`config.mk`:
```
export PLATFORM = sky130hd
export DESIGN_NAME = shift_add_mult_ctrl
export DESIGN_NICKNAME = d
export VERILOG_FILES = /design/src/rtl/shift_add_mult_ctrl.sv
export SDC_FILE = /design/constraint.sdc
export NUM_CORES = 1
export LEC_CHECK = 0
export CELL_PAD_IN_SITES_DETAIL_PLACEMENT = 1
export CELL_PAD_IN_SITES_GLOBAL_PLACEMENT = 2
export CORE_MARGIN = 2
export CORE_UTILIZATION = 32
export DETAILED_ROUTE_END_ITERATION = 8
export PLACE_DENSITY_LB_ADDON = 0.1
export SKIP_CTS_REPAIR_TIMING = 1
export SLEW_MARGIN = 20
export SYNTH_ARGS = -nofsm -noshare
export SYNTH_HDL_FRONTEND = slang
export SYNTH_SLANG_ARGS = --single-unit
```
`constraint.sdc`:
```
create_clock -name clk -period 2.3 [get_ports clk]
set_input_delay 0.23 -clock clk [delete_from_list [all_inputs] [get_ports clk]]
set_output_delay 0.23 -clock clk [all_outputs]
set_load 0.02 [all_outputs]
```
`src/rtl/shift_add_mult_ctrl.sv`:
```
// Purpose: sequential NxN unsigned shift-add multiplier sharing one N-bit carry look-ahead adder.
// Latency: N+1 edges from accepted start to the done strobe; one result per N+1 cycles back-to-back.
// Backpressure: ready is low while iterating; start is ignored until ready returns (IDLE or DONE).
//
// Ports:
//   clk, resetN          rising-edge clock, asynchronous active-low reset
//   start, a, b          operand strobe and operands, sampled only when ready=1
//   ready, busy          state decodes: can accept start / iteration in progress
//   done, product        one-cycle completion strobe and registered 2N-bit product

// N-bit carry look-ahead adder: each carry is a flat sum of generate/propagate products
// rather than a chained ripple, so every carry is two logic levels deep after g/p.
module claBlock #(
    parameter int W = 8
) (
    input  logic [W-1:0] x,
    input  logic [W-1:0] y,
    input  logic         cIn,
    output logic [W-1:0] sum,
    output logic         cOut
);
    logic [W-1:0] g;
    logic [W-1:0] p;
    logic [W:0]   carry;
    logic         accTerm;
    logic         propRun;

    assign g = x & y;
    assign p = x ^ y;

    always_comb begin
        carry   = '0;
        accTerm = 1'b0;
        propRun = 1'b0;
        carry[0] = cIn;
        for (int i = 0; i < W; i++) begin
            // c[i+1] = g[i] | p[i]g[i-1] | p[i]p[i-1]g[i-2] | ... | p[i..0]cIn
            accTerm = g[i];
            propRun = p[i];
            for (int j = i - 1; j >= 0; j--) begin
                accTerm = accTerm | (propRun & g[j]);
                propRun = propRun & p[j];
            end
            carry[i+1] = accTerm | (propRun & cIn);
        end
    end

    assign sum  = p ^ carry[W-1:0];
    assign cOut = carry[W];
endmodule

module shift_add_mult_ctrl #(
    parameter int N = 8
) (
    input  logic           clk,
    input  logic           resetN,
    input  logic           start,
    input  logic [N-1:0]   a,
    input  logic [N-1:0]   b,
    output logic           ready,
    output logic           busy,
    output logic           done,
    output logic [2*N-1:0] product
);
    localparam int CW = $clog2(N + 1);
    localparam logic [CW-1:0] LAST = CW'(N - 1);

    typedef enum logic [1:0] {IDLE, RUN, DONE} state_t;

    state_t          state;
    state_t          stateNext;
    logic [N-1:0]    mcand;
    logic [N-1:0]    accHi;
    logic [N-1:0]    accLo;
    logic [CW-1:0]   count;
    logic [N-1:0]    addend;
    logic [N-1:0]    sumHi;
    logic            cOut;
    logic [2*N-1:0]  shifted;
    logic            load;
    logic            finish;

    // Multiplier bit in accLo[0] selects whether this iteration adds the multiplicand.
    assign addend = accLo[0] ? mcand : '0;

    claBlock #(.W(N)) uCla (
        .x    (accHi),
        .y    (addend),
        .cIn  (1'b0),
        .sum  (sumHi),
        .cOut (cOut)
    );

    // The adder carry becomes the new top bit; dropping it corrupts products once
    // accHi + mcand overflows N bits.
    assign shifted = {cOut, sumHi, accLo[N-1:1]};

    always_ff @(posedge clk or negedge resetN) begin
        if (!resetN) begin
            state <= IDLE;
        end else begin
            state <= stateNext;
        end
    end

    always_comb begin
        stateNext = state;
        ready     = 1'b0;
        busy      = 1'b0;
        load      = 1'b0;
        finish    = 1'b0;
        case (state)
            IDLE: begin
                ready = 1'b1;
                if (start) begin
                    load      = 1'b1;
                    stateNext = RUN;
                end
            end
            RUN: begin
                busy = 1'b1;
                if (count == LAST) begin
                    finish    = 1'b1;
                    stateNext = DONE;
                end
            end
            DONE: begin
                ready = 1'b1;
                if (start) begin
                    load      = 1'b1;
                    stateNext = RUN;
                end else begin
                    stateNext = IDLE;
                end
            end
            default: stateNext = IDLE;
        endcase
    end

    always_ff @(posedge clk or negedge resetN) begin
        if (!resetN) begin
            mcand   <= '0;
            accHi   <= '0;
            accLo   <= '0;
            count   <= '0;
            product <= '0;
            done    <= 1'b0;
        end else begin
            done <= finish;
            if (load) begin
                mcand <= a;
                accHi <= '0;
                accLo <= b;
                count <= '0;
            end else if (busy) begin
                {accHi, accLo} <= shifted;
                count          <= count + CW'(1);
                // Only the final shifted value is published; partial sums stay internal.
                if (finish) begin
                    product <= shifted;
                end
            end
        end
    end
endmodule

```
==> flow_metrics.py, run 1 <==
metrics = {
    "floorplan": {
        "core_sq_um": 6422,
        "dieArea_sq_um": 7410,
        "rows": 29,
        "io_pins": 38,
        "die_h_microns": 86.08,
        "die_x_microns": 86.08,
        "initial_utilization_pct": 33.57,
    },
    "setup_path": {
        "regToRegEndpoint": "product[14]$_DFFE_PN0P_",
        "reg2reg_slack_ns": 0.25,
        "worst-setup-path-type": "register to output pin",
        "cp.depth": 3,
        "crit_fanout": 19,
        "cp-start-kind": "register",
        "cpLargestDelayFamily": "buffers and inverters",
        "crit_arrival_ns": 1.83,
        "r2r-start": "accLo[0]$_DFFE_PN0P_",
        "slowest_stage": "clkdlybuf4s50_1",
        "slowest_delay_ns": 0.69,
        "path_cells": "nand2b_1, inv_2, clkdlybuf4s50_1",
        "required_ns": 2.07,
        "cp_num_buf_inv": 2,
        "r2r_cells": 6,
        "crit_path_start": "state[1]$_DFFE_PN0P_",
        "endpoint_kind": "output pin",
    },
    "status": {
        "status": "completed",
    },
    "synth": {
        "synth-seq-area-share_pct": 54.56,
        "syn_inst": 219,
        "yosys_warnings": 0,
        "yosysUniqueCellTypes": 38,
        "synth_nets": 248,
        "netlist_area_sq_um": 2156,
        "synth.avg_cell_area_sq_um": 9.844,
        "synth_seq_cells": 47,
    },
    "clock_tree": {
        "clkSinkCount": 47,
        "cts-htree-levels": 2,
        "clock_path_buffers": 2,
        "cts.reportedPaths.clkPinSlew_ns": 0.09,
        "cts_tree": "yes",
        "clkLatencyLatePin_ns": 0.30,
        "numCtsBuffers": 5,
        "clock-root-buffer": "clkbuf_8",
    },
    "final_layout": {
        "seq_area_sq_um": 1176,
        "diodes": 0,
        "num-fill-cells": 728,
        "nets": 291,
        "multi_input_area_sq_um": 914.6,
        "fin_util_pct": 42.35,
        "areaGrowthSynthToFinish_pct": 26.18,
        "drive_above_1_share_pct": 7.985,
    },
    "worst_hold_path": {
        "worstHoldEndpoint": "mcand[7]$_DFFE_PN0P_",
        "hp-class": "primary input to register",
        "min_from": "a[7]",
        "whs_path_depth": 3,
    },
    "timing": {
        "fin_crit_ns": 2.064,
        "fin_setup_tns_ns": 0,
        "setup_viol": 0,
        "period_share_pct": 89.74,
        "skew_ns": 0.01059,
        "hold_viol": 0,
        "tightest_slew_ns": 0.8983,
        "hold_slack_ns": 0.4464,
        "slew_headroom_pct": 39.89,
        "rsz0062_at_grt": "false",
        "final_max_slew_viol_count": 0,
        "fmax_mhz": 484.5,
        "finalWorstSetupSlack_ns": 0.2360,
    },
    "routing": {
        "routed_wl_microns": 5187,
        "ant_nets": 0,
        "wl_per_cell_microns": 15.26,
        "drc": 0,
        "drtIter0Drc": 50,
        "first_pass_iters": 3,
        "vias": 1627,
        "via_per_inst": 4.785,
    },
    "global_routing": {
        "grt_pass1_vias": 1750,
        "antenna_found_initial": 0,
        "grt_start_max_net_pins": 25,
        "globalRouteOverflowTotal": 0,
        "grt_pass1_wl_microns": 8935,
        "grt_usage_pct": 15.57,
    },
    "placement": {
        "gp_congestion": 0.7445,
        "numPortBuffers": 37,
        "dp_hpwl_microns": 3596,
        "preCtsSetupSlack_ns": 0.2661,
    },
    "power_and_ir_drop": {
        "power_density_nw_per_um2": 1358,
        "finalPower_mw": 3.694,
        "p_leak_nw": 1.312,
        "peakVddDrop_mv": 0.5041,
    },
    "job": {
        "maxCapViolations": 0,
    },
}
## synthesized netlist by cell type (all sizes together)
cell type  instances  area (sq um)
nand2             76         287.8
dfrtp             47          1176
nor2              10         37.54
ha                 9         112.6
and2               8         50.05
o21ai              8         43.79
o31ai              6         45.04
a22o               5         43.79
a31oi              5         31.28
inv                5         18.76
buf                4         31.27
clkbuf             4         15.01
a21oi              3         15.01
a22oi              3         22.52
mux2               3         33.78
nand3              3         15.01
xnor2              3         26.28
a211oi             2         27.53
nor3               2         15.01
xor2               2         17.52
a21o               1         7.510
and3b              1         8.760
fa                 1         20.02
nand2b             1         6.260
nand4              1         6.260
nor2b              1         6.260
nor4               1         6.260
o21bai             1         7.510
o22ai              1         6.260
o31a               1         8.760
or2                1         6.260
## flip-flops by register name, summed over array words and instances (netlist names)
register and flops:
mcand 8, state 2, product 16, done 1, count 4, accHi 8
accLo 8
## worst min-delay path: cells and delay by family
kind / cells / cell delay, ns
and+or+nand+nor: 2 / 0.09
buffers and inverters: 1 / 0.39
## metal layers
layer / share of wire, % / wire (microns) / global-route usage [%]
met5: 0 / 0 / 0
met4: 0.85 / 44 / 4.329
met3: 3.1 / 161 / 3.561
met2: 45 / 2342 / 23.82
met1: 51 / 2638 / 22.14
## layout make-up
cell class / instances / share of cell area [%]
Sequential cell: 47 / 43.24
Multi-Input combinational cell: 159 / 33.62
Timing Repair Buffer: 44 / 15.92
Tap cell: 77 / 3.542
Clock buffer: 7 / 2.806
Inverter: 5 / 0.6900
Clock inverter: 1 / 0.1840
## cell families after synthesis
family          synth area share (%)
simple gates                   20.66
compound gates                 12.01
mux                            1.567
buf+inv                        3.017
xor+xnor                       2.032
fa+ha+maj                      6.152
flops                          54.56
## cell usage in the layout, fill, tap and decap left out, types with 4 or more instances in the layout
| cell type | synthesis | layout |
|---|---|---|
| nor2_1 | 10 | 10 |
| a31oi_1 | 5 | 5 |
| dfrtp_1 | 47 | 47 |
| buf_4 | 2 | 5 |
| inv_1 | 4 | 4 |
| clkbuf_8 | 0 | 5 |
| and2_1 | 8 | 8 |
| nand2_1 | 75 | 75 |
| o21ai_0 | 7 | 7 |
| ha_1 | 9 | 9 |
| a22o_1 | 5 | 5 |
| clkdlybuf4s50_1 | 0 | 36 |
| o31ai_1 | 6 | 6 |
## power by group
| part | total, mW | leakage [nW] | internal (mW) | switching (mW) |
|---|---|---|---|---|
| clock network | 0.491 | 0.0422 | 0.214 | 0.277 |
| logic | 1.77 | 0.680 | 0.795 | 0.974 |
| registers | 1.43 | 0.590 | 1.20 | 0.238 |
| total | 3.69 | 1.31 | 2.20 | 1.49 |
## metrics by stage
stage / instances / cell area (sq um)
after global routing: 340 / 2720
final: 340 / 2720
after detailed placement: 331 / 2629
after CTS: 339 / 2710
after global placement: 331 / 2629
after floorplan: 219 / 2156
## how the worst max path moves through the flow
| stage | to | slack, ns |
|---|---|---|
| finish | busy | 0.24 |
| global route | product[14]$_DFFE_PN0P_ | 0.12 |
| CTS | busy | 0.19 |
| detailed placement | accHi[5]$_DFFE_PN0P_ | 0.27 |
| global placement | accHi[6]$_DFFE_PN0P_ | 0.33 |
| floorplan | accHi[6]$_DFFE_PN0P_ | 0.49 |
(Power assumes the default switching activity.)
==> run 2, diff against run 1 <==
--- a/config.mk
+++ b/config.mk
@@ -10,6 +10,7 @@
 export CORE_MARGIN = 2
 export CORE_UTILIZATION = 32
 export DETAILED_ROUTE_END_ITERATION = 8
+export MAX_ROUTING_LAYER = met4
 export PLACE_DENSITY_LB_ADDON = 0.1
 export SKIP_CTS_REPAIR_TIMING = 1
 export SLEW_MARGIN = 20
==> flow_metrics.py, run 2 (synthesized netlist as in run 1, its figures left out) <==
metrics = {
    "status": {
        "status": "completed",
    },
    "floorplan": {
        "die_x_microns": 86.08,
        "io_pins": 38,
        "core_sq_um": 6422,
        "die_h_microns": 86.08,
        "dieArea_sq_um": 7410,
        "initial_utilization_pct": 33.57,
        "rows": 29,
    },
    "final_layout": {
        "fin_util_pct": 42.35,
        "drive_above_1_share_pct": 7.985,
        "layout_commonest_cell": "nand2_1",
        "num-fill-cells": 728,
        "stdcell_count": 340,
        "regMostFlops": "product",
        "diodes": 0,
        "areaGrowthSynthToFinish_pct": 26.18,
        "largest_reg_flops": 16,
        "nets": 291,
        "final_cell_area_sq_um": 2720,
        "layout_common_cells": "75 x nand2_1, 47 x dfrtp_1, 36 x clkdlybuf4s50_1",
    },
    "timing": {
        "fmax_mhz": 484.5,
        "final_max_slew_viol_count": 0,
        "setup_viol": 0,
        "slew_headroom_pct": 39.89,
        "finalWorstSetupSlack_ns": 0.2361,
        "skew_ns": 0.01034,
        "tightest_slew_ns": 0.8983,
        "fin_crit_ns": 2.064,
        "hold_viol": 0,
        "period_share_pct": 89.74,
        "fin_setup_tns_ns": 0,
        "rsz0062_at_grt": "false",
        "hold_slack_ns": 0.4464,
    },
    "setup_path": {
        "slowest_stage": "clkdlybuf4s50_1",
        "slowest_delay_ns": 0.69,
        "regToRegEndpoint": "product[14]$_DFFE_PN0P_",
        "endpoint_kind": "output pin",
        "required_ns": 2.07,
        "crit_arrival_ns": 1.83,
        "r2r-start": "accLo[0]$_DFFE_PN0P_",
        "path_cells": "nand2b_1, inv_2, clkdlybuf4s50_1",
        "cp-start-kind": "register",
        "reg2reg_slack_ns": 0.25,
        "crit_fanout": 19,
        "worst-setup-path-type": "register to output pin",
        "r2r_cells": 6,
    },
    "clock_tree": {
        "clkLatencyLatePin_ns": 0.30,
        "numCtsBuffers": 5,
        "clkSinkCount": 47,
        "clock_path_buffers": 2,
        "clock-root-buffer": "clkbuf_8",
        "cts-htree-levels": 2,
        "cts.reportedPaths.clkPinSlew_ns": 0.09,
        "cts_tree": "yes",
    },
    "placement": {
        "numPortBuffers": 37,
        "dp_hpwl_microns": 3596,
        "gp_congestion": 0.7539,
        "preCtsSetupSlack_ns": 0.2661,
        "place_area_sq_um": 2629,
        "dp.cells": 331,
    },
    "worst_hold_path": {
        "worstHoldEndpoint": "mcand[7]$_DFFE_PN0P_",
        "whs_path_depth": 3,
        "min_from": "a[7]",
        "hp-class": "primary input to register",
    },
    "routing": {
        "first_pass_iters": 3,
        "routed_wl_microns": 5188,
        "drc": 0,
        "ant_nets": 0,
        "drtIter0Drc": 48,
        "vias": 1626,
        "via_per_inst": 4.782,
        "wl_per_cell_microns": 15.26,
    },
    "job": {
        "maxCapViolations": 0,
    },
    "power_and_ir_drop": {
        "p_leak_nw": 1.312,
        "power_density_nw_per_um2": 1358,
        "peakVddDrop_mv": 0.5040,
        "finalPower_mw": 3.694,
    },
    "global_routing": {
        "antenna_found_initial": 0,
        "globalRouteOverflowTotal": 0,
        "grt_pass1_vias": 1744,
        "grt_pass1_wl_microns": 8935,
        "grt_usage_pct": 15.97,
        "grt_start_max_net_pins": 25,
    },
}
run 2: cell counts in the layout (fill, tap and decap cells not counted):
No cell type changed its count.
run 2: critical path, delay by kind of cell, from the launching register on:
family / cells / cell delay, ns
buf+inv: 2 / 1.00
flops: 1 / 0.37
simple gates: 1 / 0.16
run 2: worst max-delay path by stage:
stage	startpoint	to	slack [ns]	cells after the start
after global placement	accLo[0]$_DFFE_PN0P_	accHi[6]$_DFFE_PN0P_	0.33	6
after detailed placement	accLo[0]$_DFFE_PN0P_	accHi[5]$_DFFE_PN0P_	0.27	6
after global routing	accLo[0]$_DFFE_PN0P_	product[14]$_DFFE_PN0P_	0.12	6
after CTS	state[1]$_DFFE_PN0P_	busy	0.19	3
final	state[1]$_DFFE_PN0P_	busy	0.24	3
after floorplan	accLo[0]$_DFFE_PN0P_	accHi[6]$_DFFE_PN0P_	0.49	6
run 2: area by class of cell:
type | instances | area (sq um) | share of cell area (%)
inverters | 5 | 18.77 | 0.6900
well taps | 77 | 96.34 | 3.542
clock buffers | 7 | 76.32 | 2.806
clock inverters | 1 | 5.005 | 0.1840
flip-flops and latches | 47 | 1176 | 43.24
multi-input cells | 159 | 914.6 | 33.62
repair buffers | 44 | 432.9 | 15.92
run 2: report_power, final:
group / total (mW) / switching [mW] / internal [mW] / leakage, nW
Clock: 0.492 / 0.278 / 0.214 / 0.0422
Combinational: 1.77 / 0.973 / 0.795 / 0.680
Sequential: 1.43 / 0.238 / 1.20 / 0.590
run 2: per-layer routing:
| layer | routed length [microns] | GRT usage (%) |
|---|---|---|
| met5 | 0 | - |
| met4 | 46 | 4.329 |
| met3 | 162 | 3.272 |
| met2 | 2340 | 23.75 |
| met1 | 2638 | 22.20 |
